File: src/rtl/servo_pkg.sv
// servo_pkg: definitions shared by the servo PWM generator and the parent servo
// driver: manual direction encodings, default timing constants and the
// saturating arithmetic used for the position update.
package servo_pkg;

  // Manual direction encodings on DIR (2'b11 is treated as hold)
  localparam logic [1:0] DIR_HOLD = 2'b00;
  localparam logic [1:0] DIR_CCW  = 2'b01;  // increase high time
  localparam logic [1:0] DIR_CW   = 2'b10;  // decrease high time

  // Default timing, in PWM ticks unless noted (100 MHz system clock)
  localparam int DEF_PRESCALE = 10;      // CLK cycles per tick -> 0.1 us
  localparam int DEF_PERIOD   = 200000;  // 20 ms
  localparam int DEF_PW_MIN   = 5000;    // 0.5 ms
  localparam int DEF_PW_RESET = 15000;   // 1.5 ms, centre
  localparam int DEF_STEP     = 10;

  // Position register width and the wider width used for add/subtract
  localparam int PW_W   = 15;
  localparam int CALC_W = 16;

  // a + b, clipped to hi. Inputs are zero-extended positions, so the sum
  // cannot wrap in CALC_W bits.
  function automatic logic [CALC_W-1:0] sat_add(input logic [CALC_W-1:0] a,
                                                input logic [CALC_W-1:0] b,
                                                input logic [CALC_W-1:0] hi);
    logic [CALC_W-1:0] sum;
    sum = a + b;
    return (sum > hi) ? hi : sum;
  endfunction

  // max(a - b, lo) without ever forming a negative intermediate.
  function automatic logic [CALC_W-1:0] sat_sub(input logic [CALC_W-1:0] a,
                                                input logic [CALC_W-1:0] b,
                                                input logic [CALC_W-1:0] lo);
    return (a >= (lo + b)) ? (a - b) : lo;
  endfunction

endpackage

File: src/rtl/servo_pwm_ctrl_if.sv
// servo_pwm_ctrl_if: command/status bundle between the servo driver (master)
// and the PWM generator (slave).
//   DIR            driver -> gen  manual direction (servo_pkg DIR_*)
//   EN             driver -> gen  output enable
//   MC             driver -> gen  sweep restart (only while ES=1)
//   ES             driver -> gen  sweep enable
//   pulseWidth_max driver -> gen  upper high-time limit, ticks
//   pulseWidth     gen -> driver  current high time (servo position), ticks
//   SERVO          gen -> driver  PWM output
interface servo_pwm_ctrl_if;

  logic [1:0]                  DIR;
  logic                        EN;
  logic                        MC;
  logic                        ES;
  logic [servo_pkg::PW_W-1:0]  pulseWidth_max;
  logic [servo_pkg::PW_W-1:0]  pulseWidth;
  logic                        SERVO;

  modport master (
    output DIR, EN, MC, ES, pulseWidth_max,
    input  pulseWidth, SERVO
  );

  modport slave (
    input  DIR, EN, MC, ES, pulseWidth_max,
    output pulseWidth, SERVO
  );

endinterface

File: src/rtl/servo_pwm_ctrl.sv
// servo_pwm_ctrl: fixed-period PWM generator whose high time (pulseWidth) is
// the servo position. The position moves once per period, at the last tick of
// the period, from manual DIR commands or an automatic sweep (ES/MC).
// Ports:
//   CLK  system clock
//   RST  asynchronous active-low reset
//   bus  servo_pwm_ctrl_if.slave (commands in, pulseWidth/SERVO out)
module servo_pwm_ctrl
  import servo_pkg::*;
#(
  parameter int PRESCALE = DEF_PRESCALE,
  parameter int PERIOD   = DEF_PERIOD,
  parameter int PW_MIN   = DEF_PW_MIN,
  parameter int PW_RESET = DEF_PW_RESET,
  parameter int STEP     = DEF_STEP
) (
  input  logic            CLK,
  input  logic            RST,
  servo_pwm_ctrl_if.slave bus
);

  localparam int PRESC_W = (PRESCALE > 1) ? $clog2(PRESCALE) : 1;
  localparam int PCNT_W  = (PERIOD > 1) ? $clog2(PERIOD) : 1;

  localparam logic [PRESC_W-1:0] PRESC_LAST = PRESC_W'(PRESCALE - 1);
  localparam logic [PCNT_W-1:0]  PCNT_LAST  = PCNT_W'(PERIOD - 1);
  localparam logic [CALC_W-1:0]  PW_MIN_C   = CALC_W'(PW_MIN);
  localparam logic [CALC_W-1:0]  STEP_C     = CALC_W'(STEP);
  localparam logic [PW_W-1:0]    PW_RESET_C = PW_W'(PW_RESET);

  logic [PRESC_W-1:0] presc_r;
  logic [PCNT_W-1:0]  pcnt_r;
  logic [PW_W-1:0]    pw_r;
  logic               servo_r;

  logic               tick_s;
  logic               eop_s;
  logic [CALC_W-1:0]  cur_s;
  logic [CALC_W-1:0]  lim_s;
  logic [PW_W-1:0]    pw_next_s;

  assign tick_s = (presc_r == PRESC_LAST);
  assign eop_s  = tick_s && (pcnt_r == PCNT_LAST);

  // Prescaler: one tick every PRESCALE clocks
  always_ff @(posedge CLK or negedge RST) begin
    if (!RST) begin
      presc_r <= '0;
    end else if (tick_s) begin
      presc_r <= '0;
    end else begin
      presc_r <= presc_r + PRESC_W'(1);
    end
  end

  // Period counter: advances per tick, wraps after the last tick of a period
  always_ff @(posedge CLK or negedge RST) begin
    if (!RST) begin
      pcnt_r <= '0;
    end else if (eop_s) begin
      pcnt_r <= '0;
    end else if (tick_s) begin
      pcnt_r <= pcnt_r + PCNT_W'(1);
    end else begin
      pcnt_r <= pcnt_r;
    end
  end

  // Next position, evaluated every cycle but only committed at end of period.
  // All arithmetic is done in CALC_W bits so nothing can wrap before clipping.
  always_comb begin
    cur_s     = CALC_W'(pw_r);
    // A limit below PW_MIN would contradict the lower bound; PW_MIN wins.
    lim_s     = (CALC_W'(bus.pulseWidth_max) > PW_MIN_C) ?
                CALC_W'(bus.pulseWidth_max) : PW_MIN_C;
    pw_next_s = pw_r;
    if (bus.ES && bus.MC) begin
      pw_next_s = PW_W'(PW_MIN_C);
    end else if (bus.ES) begin
      // Sweep overrides manual direction
      pw_next_s = PW_W'(sat_add(cur_s, STEP_C, lim_s));
    end else begin
      case (bus.DIR)
        DIR_CCW: pw_next_s = PW_W'(sat_add(cur_s, STEP_C, lim_s));
        DIR_CW:  pw_next_s = PW_W'(sat_sub(cur_s, STEP_C, PW_MIN_C));
        // Hold, but pull back inside a limit that was lowered under us
        default: pw_next_s = PW_W'((cur_s > lim_s) ? lim_s : cur_s);
      endcase
    end
  end

  // Position register: changes only at end of period, so a period never
  // sees its high time change part way through
  always_ff @(posedge CLK or negedge RST) begin
    if (!RST) begin
      pw_r <= PW_RESET_C;
    end else if (eop_s) begin
      pw_r <= pw_next_s;
    end else begin
      pw_r <= pw_r;
    end
  end

  // PWM output, one clock behind pcnt; positions >= PERIOD give a constant high
  always_ff @(posedge CLK or negedge RST) begin
    if (!RST) begin
      servo_r <= 1'b0;
    end else begin
      servo_r <= bus.EN & (32'(pcnt_r) < 32'(pw_r));
    end
  end

  assign bus.pulseWidth = pw_r;
  assign bus.SERVO      = servo_r;

endmodule

File: src/flat_wrapper.sv
// flat-port wrapper written by rule: the top's interface ports become plain ports
module servo_pwm_ctrl_flat import servo_pkg::*;
#(
  parameter int PRESCALE = DEF_PRESCALE,
  parameter int PERIOD   = DEF_PERIOD,
  parameter int PW_MIN   = DEF_PW_MIN,
  parameter int PW_RESET = DEF_PW_RESET,
  parameter int STEP     = DEF_STEP
)
  (CLK, RST, bus_DIR, bus_EN, bus_MC, bus_ES, bus_pulseWidth_max, bus_pulseWidth, bus_SERVO);
  servo_pwm_ctrl_if bus_i ();
  input  logic CLK;
  input  logic RST;
  input wire logic [$bits(bus_i.DIR)-1:0] bus_DIR;
  input wire logic [$bits(bus_i.EN)-1:0] bus_EN;
  input wire logic [$bits(bus_i.MC)-1:0] bus_MC;
  input wire logic [$bits(bus_i.ES)-1:0] bus_ES;
  input wire logic [$bits(bus_i.pulseWidth_max)-1:0] bus_pulseWidth_max;
  output wire logic [$bits(bus_i.pulseWidth)-1:0] bus_pulseWidth;
  output wire logic [$bits(bus_i.SERVO)-1:0] bus_SERVO;
  assign bus_i.DIR = bus_DIR;
  assign bus_i.EN = bus_EN;
  assign bus_i.MC = bus_MC;
  assign bus_i.ES = bus_ES;
  assign bus_i.pulseWidth_max = bus_pulseWidth_max;
  assign bus_pulseWidth = bus_i.pulseWidth;
  assign bus_SERVO = bus_i.SERVO;
  servo_pwm_ctrl #(.PRESCALE(PRESCALE), .PERIOD(PERIOD), .PW_MIN(PW_MIN), .PW_RESET(PW_RESET), .STEP(STEP)) u_core (.CLK(CLK), .RST(RST), .bus(bus_i));
endmodule
File: config.mk
export PLATFORM = sky130hd
export DESIGN_NAME = servo_pwm_ctrl_flat
export DESIGN_NICKNAME = d
export VERILOG_FILES = /design/src/rtl/servo_pkg.sv /design/src/rtl/servo_pwm_ctrl_if.sv /design/src/rtl/servo_pwm_ctrl.sv /design/src/flat_wrapper.sv
export SDC_FILE = /design/constraint.sdc
export NUM_CORES = 1
export LEC_CHECK = 0
export ABC_AREA = 1
export CORE_ASPECT_RATIO = 1.5
export CORE_UTILIZATION = 49
export CTS_BUF_LIST = sky130_fd_sc_hd__clkbuf_8
export DETAILED_ROUTE_END_ITERATION = 8
export MAX_ROUTING_LAYER = met4
export PLACE_DENSITY = 0.77
export RECOVER_POWER = 50
export SYNTH_ARGS = -nofsm -noshare
export SYNTH_HDL_FRONTEND = slang
export SYNTH_SLANG_ARGS = --single-unit
File: constraint.sdc
create_clock -name CLK -period 7 [get_ports CLK]
set_clock_uncertainty 0.05 [all_clocks]
set_input_delay 0.7 -clock CLK [delete_from_list [all_inputs] [get_ports CLK]]
set_output_delay 0.7 -clock CLK [all_outputs]
set_load 0.02 [all_outputs]
==> out/qor.csv, run 1 <==
stage;metric;value;unit
floorplanning;Rows;42;
synthesis;syn_nets;763;
power;Lkg Pwr;0.00264;uW
global_route;gr usage total;0.315;
synthesis;Syn Area/Cell;6.36;um^2
power;Clock power frac;0.385;
clock_network;H-Tree Depth;2;
worst_setup_path;reg2reg start;u_core.bus.pulseWidth[1];
worst_setup_path;Worst R2R Setup Slack;3010;ps
min_path;WHS Endpoint;u_core.presc_r[2];
worst_setup_path;worst r2r path cells;20;
sta;fin crit share;0.581;
drt;Antenna Nets Post-Route;0;
global_route;initial antenna violation count;0;
global_route;global route total overflow;0;
sta;RSZ-0062 raised after global routing;false;
synthesis;top cells by area, synth;dfrtp_1 18%, nand2_1 15%, ha_1 14%;
global_route;vias in the first global route;4593;
synthesis;Synth area leader;dfrtp_1;
job;Max Cap Violations;1;
layout;Area Overhead vs Synth;12.5;%
floorplanning;Initial Utilization;0.502;
layout;antenna diode count;0;
placed_design;RePlAce Congestion;0.935;
power;share of power burned in registers;0.372;
drt;routed length per instance;16.5;um
placed_design;DP Wirelength;10.9;mm
clock_network;Num CTS Buffers;5;
worst_setup_path;Arrival @ worst endpoint;4260;ps
clock_network;later-pin clock latency in the skew report;310;ps
drt;Detailed Route WL;13.8;mm
placed_design;PortBufs;37;
power;switch share;0.308;
sta;actual slew at the worst max-slew pin;2200;ps
synthesis;Synth cell types;40;
clock_network;Max Buffers Root-to-Sink;2;
synthesis;FF+latch count, synth;38;
floorplanning;total die area;9390;um^2
sta;final hold violation count;0;
drt;DRC;0;
worst_setup_path;crit start category;input port;
synthesis;top post-synthesis cells by count;182 x nand2_1, 97 x inv_1, 74 x nor2_1;
sta;setup violators final;0;
min_path;worst min-delay path class;reg -> reg;
status;status;finished with violations;
synthesis;Synth Instances;693;
floorplanning;I/O pin cnt;38;
clock_network;CTS tree;done;
worst_setup_path;Worst Path Required;7200;ps
clock_network;clock root cell;clkbuf_8;
clock_network;Post-CTS Hold Buffers;0;
power;cell-internal power;432;uW
synthesis;sequential element share of the synthesized area;0.218;
clock_network;post-CTS setup buffers;0;
synthesis;synth warn;0;
worst_setup_path;worst reg2reg endpoint;u_core.bus.pulseWidth[6];
status;failing checks;capacitance limit, slew limit;
power;Pwr Density;126;nW/um^2
sta;Final Max Tran Viols;39;
min_path;Worst Hold Path Cells;1;
floorplanning;area of the core;8780;um^2
clock_network;clk sinks;38;
power;IR Drop Worst-Case VDD;158;uV
floorplanning;Die X;79.5;um
synthesis;post-synth top area share;0.176;
worst_setup_path;CP endpoint kind;flip-flop;
layout;final net count;794;
worst_setup_path;kind of critical path;in -> reg;
layout;layout cell share with drive strength beyond 1;0.0524;
sta;Slew headroom;-0.467;
drt;drt pass-1 iters;5;
clock_network;PostCTS Resize Cnt;0;
drt;Vias/cell;5.65;
power;combinational power share;0.243;
sta;Min Hold Slack;447;ps
synthesis;most frequent cell after synthesis;nand2_1;
power;NetSw;193;uW
layout;Filler cells;871;
drt;DR iter-0 viols;314;
global_route;largest net degree at the start of global routing;39;
worst_setup_path;crit path max fanout;17;
synthesis;Synth Cell Area;4410;um^2
sta;setup TNS;0;ps
sta;Max Freq;0.246;GHz
synthesis;Main synth FF type;dfrtp_1;
floorplanning;Die Height;118;um
global_route;global-route wire length before repair;22.1;mm
clock_network;Worst-path clk slew;80;ps
sta;Min Clock Period, post-route;4070;ps
synthesis;number of synthesized flops with an enable pin;0;
synthesis;Post-synth ARST share;1.00;
min_path;Hold Crit Start;u_core.presc_r[2];
drt;vias;4719;
[power groups by stage]
stage          Sequential, uW  Combinational, uW  Clock (uW)
4_1_cts                   232                150         242
6_report                  232                152         240
3_5_place_dp              236                149           0
2_1_floorplan             237               92.7           0
3_3_place_gp              236                148           0
5_1_grt                   233                170         248
[critical path: stages]
cell	delay, ps
clkdlybuf4s50_1	450
nor2_1	250
inv_1	70
nor2_1	100
nand3_1	70
nand2_1	120
nand2_1	170
inv_1	200
nand2_1	180
ha_1	320
nand2_1	90
nor4_1	330
nand3_2	370
nand2_4	350
inv_1	150
nand2_1	80
nand2_1	60
o21ai_0	60
nand2_1	70
nand2_1	70
[how the worst max path moves through the flow]
stage	startpoint	end	slack (ps)	cells past startpoint
detailed placement	bus_pulseWidth_max[13]	u_core.bus.pulseWidth[6]	2670	20
CTS	bus_pulseWidth_max[13]	u_core.bus.pulseWidth[6]	2960	20
floorplan	bus_pulseWidth_max[13]	u_core.bus.pulseWidth[10]	3940	19
global placement	bus_pulseWidth_max[13]	u_core.bus.pulseWidth[4]	2760	20
finish	bus_pulseWidth_max[13]	u_core.bus.pulseWidth[6]	2930	20
global route	bus_pulseWidth_max[13]	u_core.bus.pulseWidth[6]	2520	22
[placed cells by master (no fill, tap or decap), types with 6 or more instances in the layout]
cell type        count
nand3_1             65
dfstp_2              7
clkbuf_8             6
o21ai_0             29
ha_1                48
inv_1               99
clkdlybuf4s50_1     36
nor2_1              76
nand2_1            184
dfrtp_1             31
nor3_1              18
xor2_1              20
nand4_1             11
a21oi_1             42
[cells by family (layout without fill, tap and decap cells)]
| family | count (synthesis) | after routing | synth area share |
|---|---|---|---|
| adder cells (fa/ha/maj) | 48 | 48 | 0.136 |
| AND/OR/NAND/NOR | 376 | 376 | 0.380 |
| XOR/XNOR | 22 | 22 | 0.0437 |
| flip-flops | 38 | 38 | 0.218 |
| AO/OA/AOI/OAI | 92 | 92 | 0.116 |
| buffers and inverters | 117 | 149 | 0.106 |
[flip-flops by register name (all words and copies together), names as in the netlist]
register / flops
u_core.presc_r: 4
u_core.pcnt_r: 18
u_core.bus.pulseWidth: 15
u_core.bus.SERVO: 1
[final cells by class]
| cell class | count | area, um^2 | area share |
|---|---|---|---|
| Multi-Input combinational cell | 538 | 2960 | 0.597 |
| Sequential cell | 38 | 960 | 0.193 |
| Inverter | 103 | 387 | 0.0780 |
| Timing Repair Buffer | 38 | 372 | 0.0749 |
| Tap cell | 110 | 138 | 0.0277 |
| Clock buffer | 6 | 82.6 | 0.0166 |
| Clock inverter | 2 | 60.1 | 0.0121 |
[through the flow]
stage | power (uW) | utilization | area, um^2 | worst slack, ps | std cells
after floorplan | 329 | - | 4410 | 3940 | 693
after detailed placement | 385 | 0.551 | 4840 | 2670 | 827
after global routing | 650 | 0.565 | 4960 | 2520 | 835
after global placement | 384 | 0.551 | 4840 | 2760 | 827
after CTS | 624 | 0.568 | 4980 | 2960 | 835
final | 624 | 0.565 | 4960 | 2930 | 835
[per-layer routing]
metal	vias to the layer above	track usage	routed length, um
li1	2308	-	-
met4	0	0.202	869
met5	-	-	0
met2	192	0.536	6950
met1	2151	0.340	5380
met3	68	0.0324	613
Note: power is estimated with default switching activity, not from simulation.
==> run 2: changes to the inputs <==
--- a/config.mk
+++ b/config.mk
@@ -11,7 +11,7 @@
 export CTS_BUF_LIST = sky130_fd_sc_hd__clkbuf_8
 export DETAILED_ROUTE_END_ITERATION = 8
 export MAX_ROUTING_LAYER = met4
-export PLACE_DENSITY = 0.77
+export PLACE_DENSITY = 0.8
 export RECOVER_POWER = 50
 export SYNTH_ARGS = -nofsm -noshare
 export SYNTH_HDL_FRONTEND = slang
==> constraint.sdc (replaced) <==
create_clock -name CLK -period 3.55 [get_ports CLK]
set_clock_uncertainty 0.05 [all_clocks]
set_input_delay 0.355 -clock CLK [delete_from_list [all_inputs] [get_ports CLK]]
set_output_delay 0.355 -clock CLK [all_outputs]
set_load 0.02 [all_outputs]
==> out/qor.csv, run 2 (synthesized netlist as in run 1, its figures left out) <==
stage;metric;value;unit;change
sta;Slew headroom;-0.396;;+0.0710
floorplanning;I/O pin cnt;38;;unchanged
clock_network;H-Tree Depth;2;;unchanged
layout;commonest non-fill, non-tap cell in the layout;nand2_1;;
power;share of power burned in registers;0.410;;+0.038
layout;most frequent cells in the layout;184 x nand2_1, 100 x inv_1, 74 x nor2_1;;
status;status;finished with violations;;
sta;fin crit share;0.945;;
global_route;vias in the first global route;4736;;+3.1%
clock_network;Max Buffers Root-to-Sink;2;;unchanged
power;Pwr Density;210;nW/um^2;+67%
global_route;gr usage total;0.315;;+0.000544
drt;routed length per instance;15.8;um;-4.2%
worst_setup_path;kind of critical path;in -> reg;;
drt;Detailed Route WL;13.9;mm;+0.50%
sta;Min Clock Period, post-route;3360;ps;
clock_network;clock root cell;clkbuf_8;;
sta;Final Max Tran Viols;39;;unchanged
global_route;largest net degree at the start of global routing;39;;unchanged
layout;Most flops, register;u_core.pcnt_r;;
floorplanning;Initial Utilization;0.502;;unchanged
clock_network;Num CTS Buffers;5;;unchanged
clock_network;later-pin clock latency in the skew report;300;ps;about the same
power;switch share;0.339;;+0.0307
min_path;worst min-delay path class;reg -> reg;;
power;cell-internal power;728;uW;+69%
sta;setup violators final;0;;unchanged
global_route;met3 GRT Util;0.0394;;+0.00695
layout;final net count;835;;+5.2%
sta;final hold violation count;0;;unchanged
clock_network;Worst-path clk slew;80;ps;about the same
power;PnR Total Power;1100;uW;+76%
floorplanning;area of the core;8780;um^2;unchanged
layout;layout cell share with drive strength beyond 1;0.111;;+0.0586
floorplanning;Die Height;118;um;unchanged
drt;DR iter-0 viols;262;;-17%
global_route;GR Layer Usage met2;0.537;;+0.00107
power;Clock power frac;0.287;;-0.098
drt;Antenna Nets Post-Route;0;;unchanged
worst_setup_path;Worst Path Required;3740;ps;-3460 ps
floorplanning;Die X;79.5;um;unchanged
layout;Util after Layout;0.598;;+0.0331
worst_setup_path;CP endpoint kind;flip-flop;;
drt;drt pass-1 iters;5;;unchanged
drt;DRC;0;;unchanged
drt;Vias/cell;5.53;;-2.2%
sta;setup TNS;0;ps;unchanged
layout;antenna diode count;0;;unchanged
power;NetSw;374;uW;+94%
sta;Max Freq;0.298;GHz;
power;IR Drop Worst-Case VDD;210;uV;+33%
floorplanning;total die area;9390;um^2;unchanged
status;failing checks;capacitance limit, slew limit;;
global_route;initial antenna violation count;0;;unchanged
layout;max reg flops;18;;unchanged
worst_setup_path;crit start category;input port;;
global_route;global-route wire length before repair;22.1;mm;+0.16%
placed_design;DP Wirelength;11.3;mm;+4.3%
floorplanning;Rows;42;;unchanged
placed_design;PortBufs;37;;unchanged
clock_network;clk sinks;38;;unchanged
worst_setup_path;Arrival @ worst endpoint;3550;ps;-710 ps
power;combinational power share;0.303;;+0.060
clock_network;CTS tree;done;;
global_route;grt met1 use;0.328;;-0.0120
layout;Area Overhead vs Synth;19.1;%;
worst_setup_path;crit path max fanout;6;;-11
global_route;GR peak layer;met2;;
placed_design;worst slack, placed;-318;ps;-2990 ps
drt;vias;4842;;+2.6%
job;Max Cap Violations;1;;unchanged
sta;Min Hold Slack;463;ps;+16.3 ps
placed_design;RePlAce Congestion;0.953;;+1.9%
global_route;global route total overflow;0;;unchanged
sta;actual slew at the worst max-slew pin;2090;ps;-107 ps
sta;final worst slack;194;ps;-2740 ps
power;Lkg Pwr;0.00283;uW;+7.1%
[run 2: cell types whose count changed in the layout (fill, tap and decap cells not counted), sizes merged]
cell    delta
inv        +1
clkinv     +1
bufinv     -2
buf       +41
[run 2: worst max-delay path: stages]
cell and delay, ps:
clkdlybuf4s50_1 450, buf_4 160, inv_1 80, nand3_1 100, nor2_1 120, nand2_1 110, nand2_1 160, buf_4 130
nor2_1 40, buf_4 150, ha_1 290, nand2_1 90, nor3_4 280, nand2_1 90, nand2_1 60, nand2_1 130
nand2_1 160, nand3_2 100, buf_4 200, nor2_1 90, nand3_1 130, nand2_1 90
[run 2: what timing repair did]
item / in CTS / in global routing
hold buffers: 0 / 0
gates resized for setup: 1 / 7
pin swaps: 0 / 1
setup endpoints to repair: 2 / 14
setup buffers: 0 / 0
[run 2: routing by layer]
| metal | vias to the layer above | wire [um] |
|---|---|---|
| met5 | - | 0 |
| met4 | 0 | 930 |
| met3 | 56 | 668 |
| met2 | 174 | 7070 |
| met1 | 2229 | 5210 |
| li1 | 2383 | - |
[run 2: final cells by class]
cell class,instances,area [um^2]
Fill cell,857,3530
Sequential cell,38,960
Inverter,103,387
Clock buffer,6,82.6
Clock inverter,2,8.76
Multi-Input combinational cell,538,3000
Timing Repair Buffer,79,679
Tap cell,110,138
[run 2: per-stage QoR]
step / instance area [um^2] / instances
2_1_floorplan: 4410 / 693
3_3_place_gp: 5150 / 868
3_5_place_dp: 5150 / 868
4_1_cts: 5240 / 876
5_1_grt: 5250 / 876
6_report: 5250 / 876
[run 2: power groups by stage]
| stage | Combinational, uW | Sequential, uW | Clock (uW) |
|---|---|---|---|
| finish | 334 | 451 | 316 |
| global route | 374 | 451 | 342 |
| CTS | 328 | 450 | 326 |
| detailed placement | 325 | 459 | 0 |
| global placement | 321 | 459 | 0 |
| floorplan | 183 | 467 | 0 |
[run 2: final timing paths]
check,startpoint,to,slack [ps],cells past startpoint
max in group asynchronous,RST,u_core.pcnt_r[2],1650,1
worst max register to register,u_core.bus.pulseWidth[4],u_core.bus.pulseWidth[14],310,20
min in group asynchronous,RST,u_core.bus.pulseWidth[14],600,1
worst max-delay path,bus_pulseWidth_max[13],u_core.bus.pulseWidth[10],190,22
worst min register to register,u_core.presc_r[2],u_core.presc_r[2],460,1
worst min-delay path,u_core.presc_r[2],u_core.presc_r[2],460,1
==> run 3: changes to the inputs <==
--- a/config.mk
+++ b/config.mk
@@ -10,6 +10,7 @@
 export CORE_UTILIZATION = 49
 export CTS_BUF_LIST = sky130_fd_sc_hd__clkbuf_8
 export DETAILED_ROUTE_END_ITERATION = 8
+export HOLD_SLACK_MARGIN = 0.03
 export MAX_ROUTING_LAYER = met4
 export PLACE_DENSITY = 0.8
 export RECOVER_POWER = 50
==> results of run 3 <==
Same layout as run 2: the final DEF is identical, and so are final timing and power.
==> edit 1: new RTL, flow settings as in run 2 <==
Make the reset (`RST`) synchronous in 4 clocked blocks. Comments in the files are not updated.
--- a/src/rtl/servo_pwm_ctrl.sv
+++ b/src/rtl/servo_pwm_ctrl.sv
@@ -43,7 +43,7 @@
   assign eop_s  = tick_s && (pcnt_r == PCNT_LAST);
 
   // Prescaler: one tick every PRESCALE clocks
-  always_ff @(posedge CLK or negedge RST) begin
+  always_ff @(posedge CLK) begin
     if (!RST) begin
       presc_r <= '0;
     end else if (tick_s) begin
@@ -54,7 +54,7 @@
   end
 
   // Period counter: advances per tick, wraps after the last tick of a period
-  always_ff @(posedge CLK or negedge RST) begin
+  always_ff @(posedge CLK) begin
     if (!RST) begin
       pcnt_r <= '0;
     end else if (eop_s) begin
@@ -91,7 +91,7 @@
 
   // Position register: changes only at end of period, so a period never
   // sees its high time change part way through
-  always_ff @(posedge CLK or negedge RST) begin
+  always_ff @(posedge CLK) begin
     if (!RST) begin
       pw_r <= PW_RESET_C;
     end else if (eop_s) begin
@@ -102,7 +102,7 @@
   end
 
   // PWM output, one clock behind pcnt; positions >= PERIOD give a constant high
-  always_ff @(posedge CLK or negedge RST) begin
+  always_ff @(posedge CLK) begin
     if (!RST) begin
       servo_r <= 1'b0;
     end else begin
Function: differs if RST is asserted again (counterexample within 4 cycles, from zero or initial values and one cycle with RST low); with RST held inactive, the same outputs for 10 cycles.
==> edit 1 against run 2 <==
Die area shrank 1.2%. Routed wire length is 3.4% lower. Via count down 0.33%. Combinational power decreased by 23%. Clock power rose by 2%. Total power down 8.3%. Cell area down 1.5%. Register-to-register slack worse by 0.09 ns. Sequential cell count is the same. Worst setup slack better by 0.025 ns. Synthesized area fell by 1.2%. Worst hold slack worse by 0.032 ns.
==> edit 1: results (changes against run 2) <==
stage	metric	value	unit	change
placement	Placement Setup Slack	-0.158	ns	+0.160 ns
synthesis	asr flop ratio synth	0		-1.00
sta	Final WS setup	0.219	ns	+0.0254 ns
synthesis	register area share after synthesis	0.175		-0.0429
global_routing	gr usage total	0.306		-0.00894
cts	Worst-path clk slew	0.08	ns	about the same
finish	Ant. Diodes	0		unchanged
setup_path	crit-path leading delay family	simple AND/OR/NAND/NOR gates		
setup_path	slowest CP cell	dfxtp_1		
synthesis	top cells by area, synth	dfxtp_1 (17%), nand2_1 (17%), ha_1 (14%)		
cts	post-cts repair resize count	0		-1
finish	Final Non-Filler Cells	892		+1.8%
drt	DR pass1 iterations	6		+1
synthesis	Post-Synthesis Cells	714		+3.0%
finish	Biggest register	u_core.pcnt_r		
placement	Port Buffers	37		unchanged
synthesis	Syn Nets	786		+3.0%
global_routing	first-pass GRT wire length	21.9	mm	-0.97%
finish	nets@finish	856		+2.5%
setup_path	worst-path fanout max	11		+5
power_and_ir_drop	VDD IR-drop max	0.219	mV	+4.5%
finish	max reg flops	18		unchanged
synthesis	Unique masters post-synth	43		+7.5%
drt	DR iter-0 viols	360		+37%
drt	wire length per cell	15.0	um	-5.2%
sta	Worst Max-Slew Pin Slew	1.17	ns	-0.921 ns
finish	share of post-route cells with drive strength above 1	0.116		+0.00496
drt	met2 routed wirelength	6.90	mm	-2.4%
sta	hold slack	0.431	ns	-0.0321 ns
setup_path	Critical Path AT	3.48	ns	-0.07 ns
cts	Setup Buffers After CTS	0		unchanged
placement	placed cell count	884		+1.8%
finish	Fillers	844		-1.5%
cts	later-pin clock latency in the skew report	0.30	ns	about the same
placement	HPWL Detailed	11.0	mm	-3.0%
global_routing	largest net degree at the start of global routing	18		-54%
drt	Vias	4826		-0.33%
synthesis	top post-synthesis cells by count	nand2_1 (192), inv_1 (94), nor2_1 (81), nand3_1 (63), ha_1 (50)		
cts	CTS Root Cell	clkbuf_8		
power_and_ir_drop	Pint	0.688	mW	-5.5%
setup_path	Largest stage delay, worst path	0.39	ns	-0.06 ns
power_and_ir_drop	Pleak	2.54	nW	-10%
drt	met3 WL	697	um	+4.3%
drt	max layer used	met4		
drt	WL met1	5.20	mm	-0.27%
min_path	hold crit path type	reg2reg		
placement	Placed Area	5080	um^2	-1.3%
cts	Num CTS Buffers	5		unchanged
outcome	status	finished clean		
placement	GPL Wtd Cong	0.973		+2.1%
synthesis	warning count from the yosys run	0		unchanged
## edit 1: cell count changes after synthesis, sizes merged, moves of 3 or more
cell           run 2  this run
a21oi             43        50
dfrtp             31         0
dfstp              7         0
dfxtp              0        38
inv              103       100
nand2            188       205
nand3b             4         1
nand4             12        15
nor2              82        86
nor3              18        15
o21ai             33        23
or2                1         7
## edit 1: path summary, 6_finish.rpt
kind                       startpoint                        to  cells past startpoint
max          u_core.bus.pulseWidth[2]  u_core.bus.pulseWidth[4]                     19
min reg2reg         u_core.presc_r[3]         u_core.presc_r[3]                      2
min                 u_core.presc_r[3]         u_core.presc_r[3]                      2
max reg2reg  u_core.bus.pulseWidth[2]  u_core.bus.pulseWidth[4]                     19
## edit 1: cells by family after synthesis
family,count (synthesis),synth area share
buf+inv,116,0.111
xor+xnor,23,0.0463
compound gates,85,0.109
fa+ha+maj,50,0.144
flops,38,0.175
simple gates,402,0.415
## edit 1: final cells by class
type | count | area (um^2) | area share
Clock inverter | 2 | 8.76 | 0.00169
Multi-Input combinational cell | 560 | 3100 | 0.600
Tap cell | 107 | 134 | 0.0259
Sequential cell | 38 | 762 | 0.147
Timing Repair Buffer | 79 | 701 | 0.136
Inverter | 100 | 380 | 0.0736
Clock buffer | 6 | 82.6 | 0.0160
## edit 1: metal layers
metal  global-route usage  vias to the layer above
li1                     -                     2448
met1                0.327                     2145
met2                0.544                      183
met3               0.0326                       50
met4                0.158                        0
met5                    -                        -
## edit 1: power groups by stage
| stage | combinational, mW | sequential, mW | clock [mW] |
|---|---|---|---|
| after floorplan | 0.162 | 0.443 | 0 |
| after global placement | 0.249 | 0.442 | 0 |
| after detailed placement | 0.253 | 0.443 | 0 |
| after CTS | 0.255 | 0.433 | 0.328 |
| after global routing | 0.286 | 0.433 | 0.345 |
| final | 0.257 | 0.432 | 0.321 |
==> edit 2: new RTL, flow settings as in run 2 <==
Without the edit above. Change the package constant `CALC_W` from 16 to 32.
--- a/src/rtl/servo_pkg.sv
+++ b/src/rtl/servo_pkg.sv
@@ -17,7 +17,7 @@
 
   // Position register width and the wider width used for add/subtract
   localparam int PW_W   = 15;
-  localparam int CALC_W = 16;
+  localparam int CALC_W = 32;
 
   // a + b, clipped to hi. Inputs are zero-extended positions, so the sum
   // cannot wrap in CALC_W bits.
Check against the original RTL: equivalent (Yosys induction, for registers that start in step).
==> edit 2 against run 2 <==
Synthesized area grew 1.9%. Sequential cell count is the same. Cell area shrank 0.43%. Combinational power shrank 49%. Synthesized cell count grew 2.0%. The run still ends with capacitance limit, slew limit left. Routed wire length grew 0.41%. Worst setup slack gained 0.064 ns. Highest routed layer unchanged. Critical path depth shrank 3. Maximum frequency grew 1.9%. Non-clock buffer count shrank 10. Total power shrank 14%.
==> edit 2: results (changes against run 2) <==
stage	metric	value	unit	change
outcome	status	complete, but fails checks		
drt	wire length per cell	15.9	um	+0.30%
finish	share of post-route cells with drive strength above 1	0.0965		-0.0145
setup_path	reg2reg setup slack	0.26	ns	-0.05 ns
synthesis	register area share after synthesis	0.214		-0.00400
sta	Final Max Slew Viols	39		unchanged
placement	HPWL Detailed	10.9	mm	-4.0%
sta	hold slack	0.453	ns	-0.0106 ns
sta	f_max	0.304	GHz	+1.9%
finish	final core utilization	0.589		-0.00962
placement	Placement Setup Slack	-0.0404	ns	+0.278 ns
power_and_ir_drop	Comb power	0.172	mW	-49%
min_path	Hold Path Sink	u_core.presc_r[0]		
setup_path	slowest CP cell	dfrtp_2		
synthesis	Unique masters post-synth	41		+2.5%
min_path	hold path startpoint	u_core.presc_r[0]		
outcome	failing checks	capacitance limit, slew limit		
finish	seq_cells	38		unchanged
global_routing	vias in the first global route	4812		+1.6%
setup_path	Critical Path AT	3.51	ns	-0.04 ns
power_and_ir_drop	Pleak	2.86	nW	+1.2%
finish	Multi-Input Combinational	553		+2.8%
finish	Seq/total area	0.184		+0.00127
finish	nets@finish	836		+0.12%
placement	Placed Area	5120	um^2	-0.41%
power_and_ir_drop	Net Sw Frac	0.306		-0.0327
finish	Signal buf overhead	0.116		-0.0131
finish	clk tree area frac	0.0182		+0.000793
power_and_ir_drop	VDD IR-drop max	0.193	mV	-8.0%
finish	bufs w/o clock	69		-13%
global_routing	first-pass GRT wire length	22.7	mm	+2.6%
run	Max-cap violations	1		unchanged
edit 2: cell types whose count changed after synthesis, sizes merged, moves of 3 or more:
cell and delta:
inv -5, a21oi -5, nor2 +4, nand4 +4, nand3 +8, o21bai +4
nand2 +7, nor3 -3, o21a -4
edit 2: per-layer routing:
| layer | wire length, um | vias up | GRT usage | share of wire |
|---|---|---|---|---|
| met5 | 0 | - | - | 0 |
| met4 | 621 | 0 | 0.156 | 0.045 |
| met3 | 601 | 53 | 0.0337 | 0.043 |
| met1 | 5580 | 2219 | 0.353 | 0.40 |
| li1 | - | 2422 | - | - |
| met2 | 7140 | 179 | 0.546 | 0.51 |
edit 2: cell families (layout without fill, tap and decap cells):
kind of cell | Yosys count | after routing | share of synthesized area
simple gates | 397 | 397 | 0.402
buf+inv | 116 | 176 | 0.106
compound gates | 89 | 89 | 0.108
fa+ha+maj | 48 | 48 | 0.134
flops | 38 | 38 | 0.214
xor+xnor | 19 | 19 | 0.0370
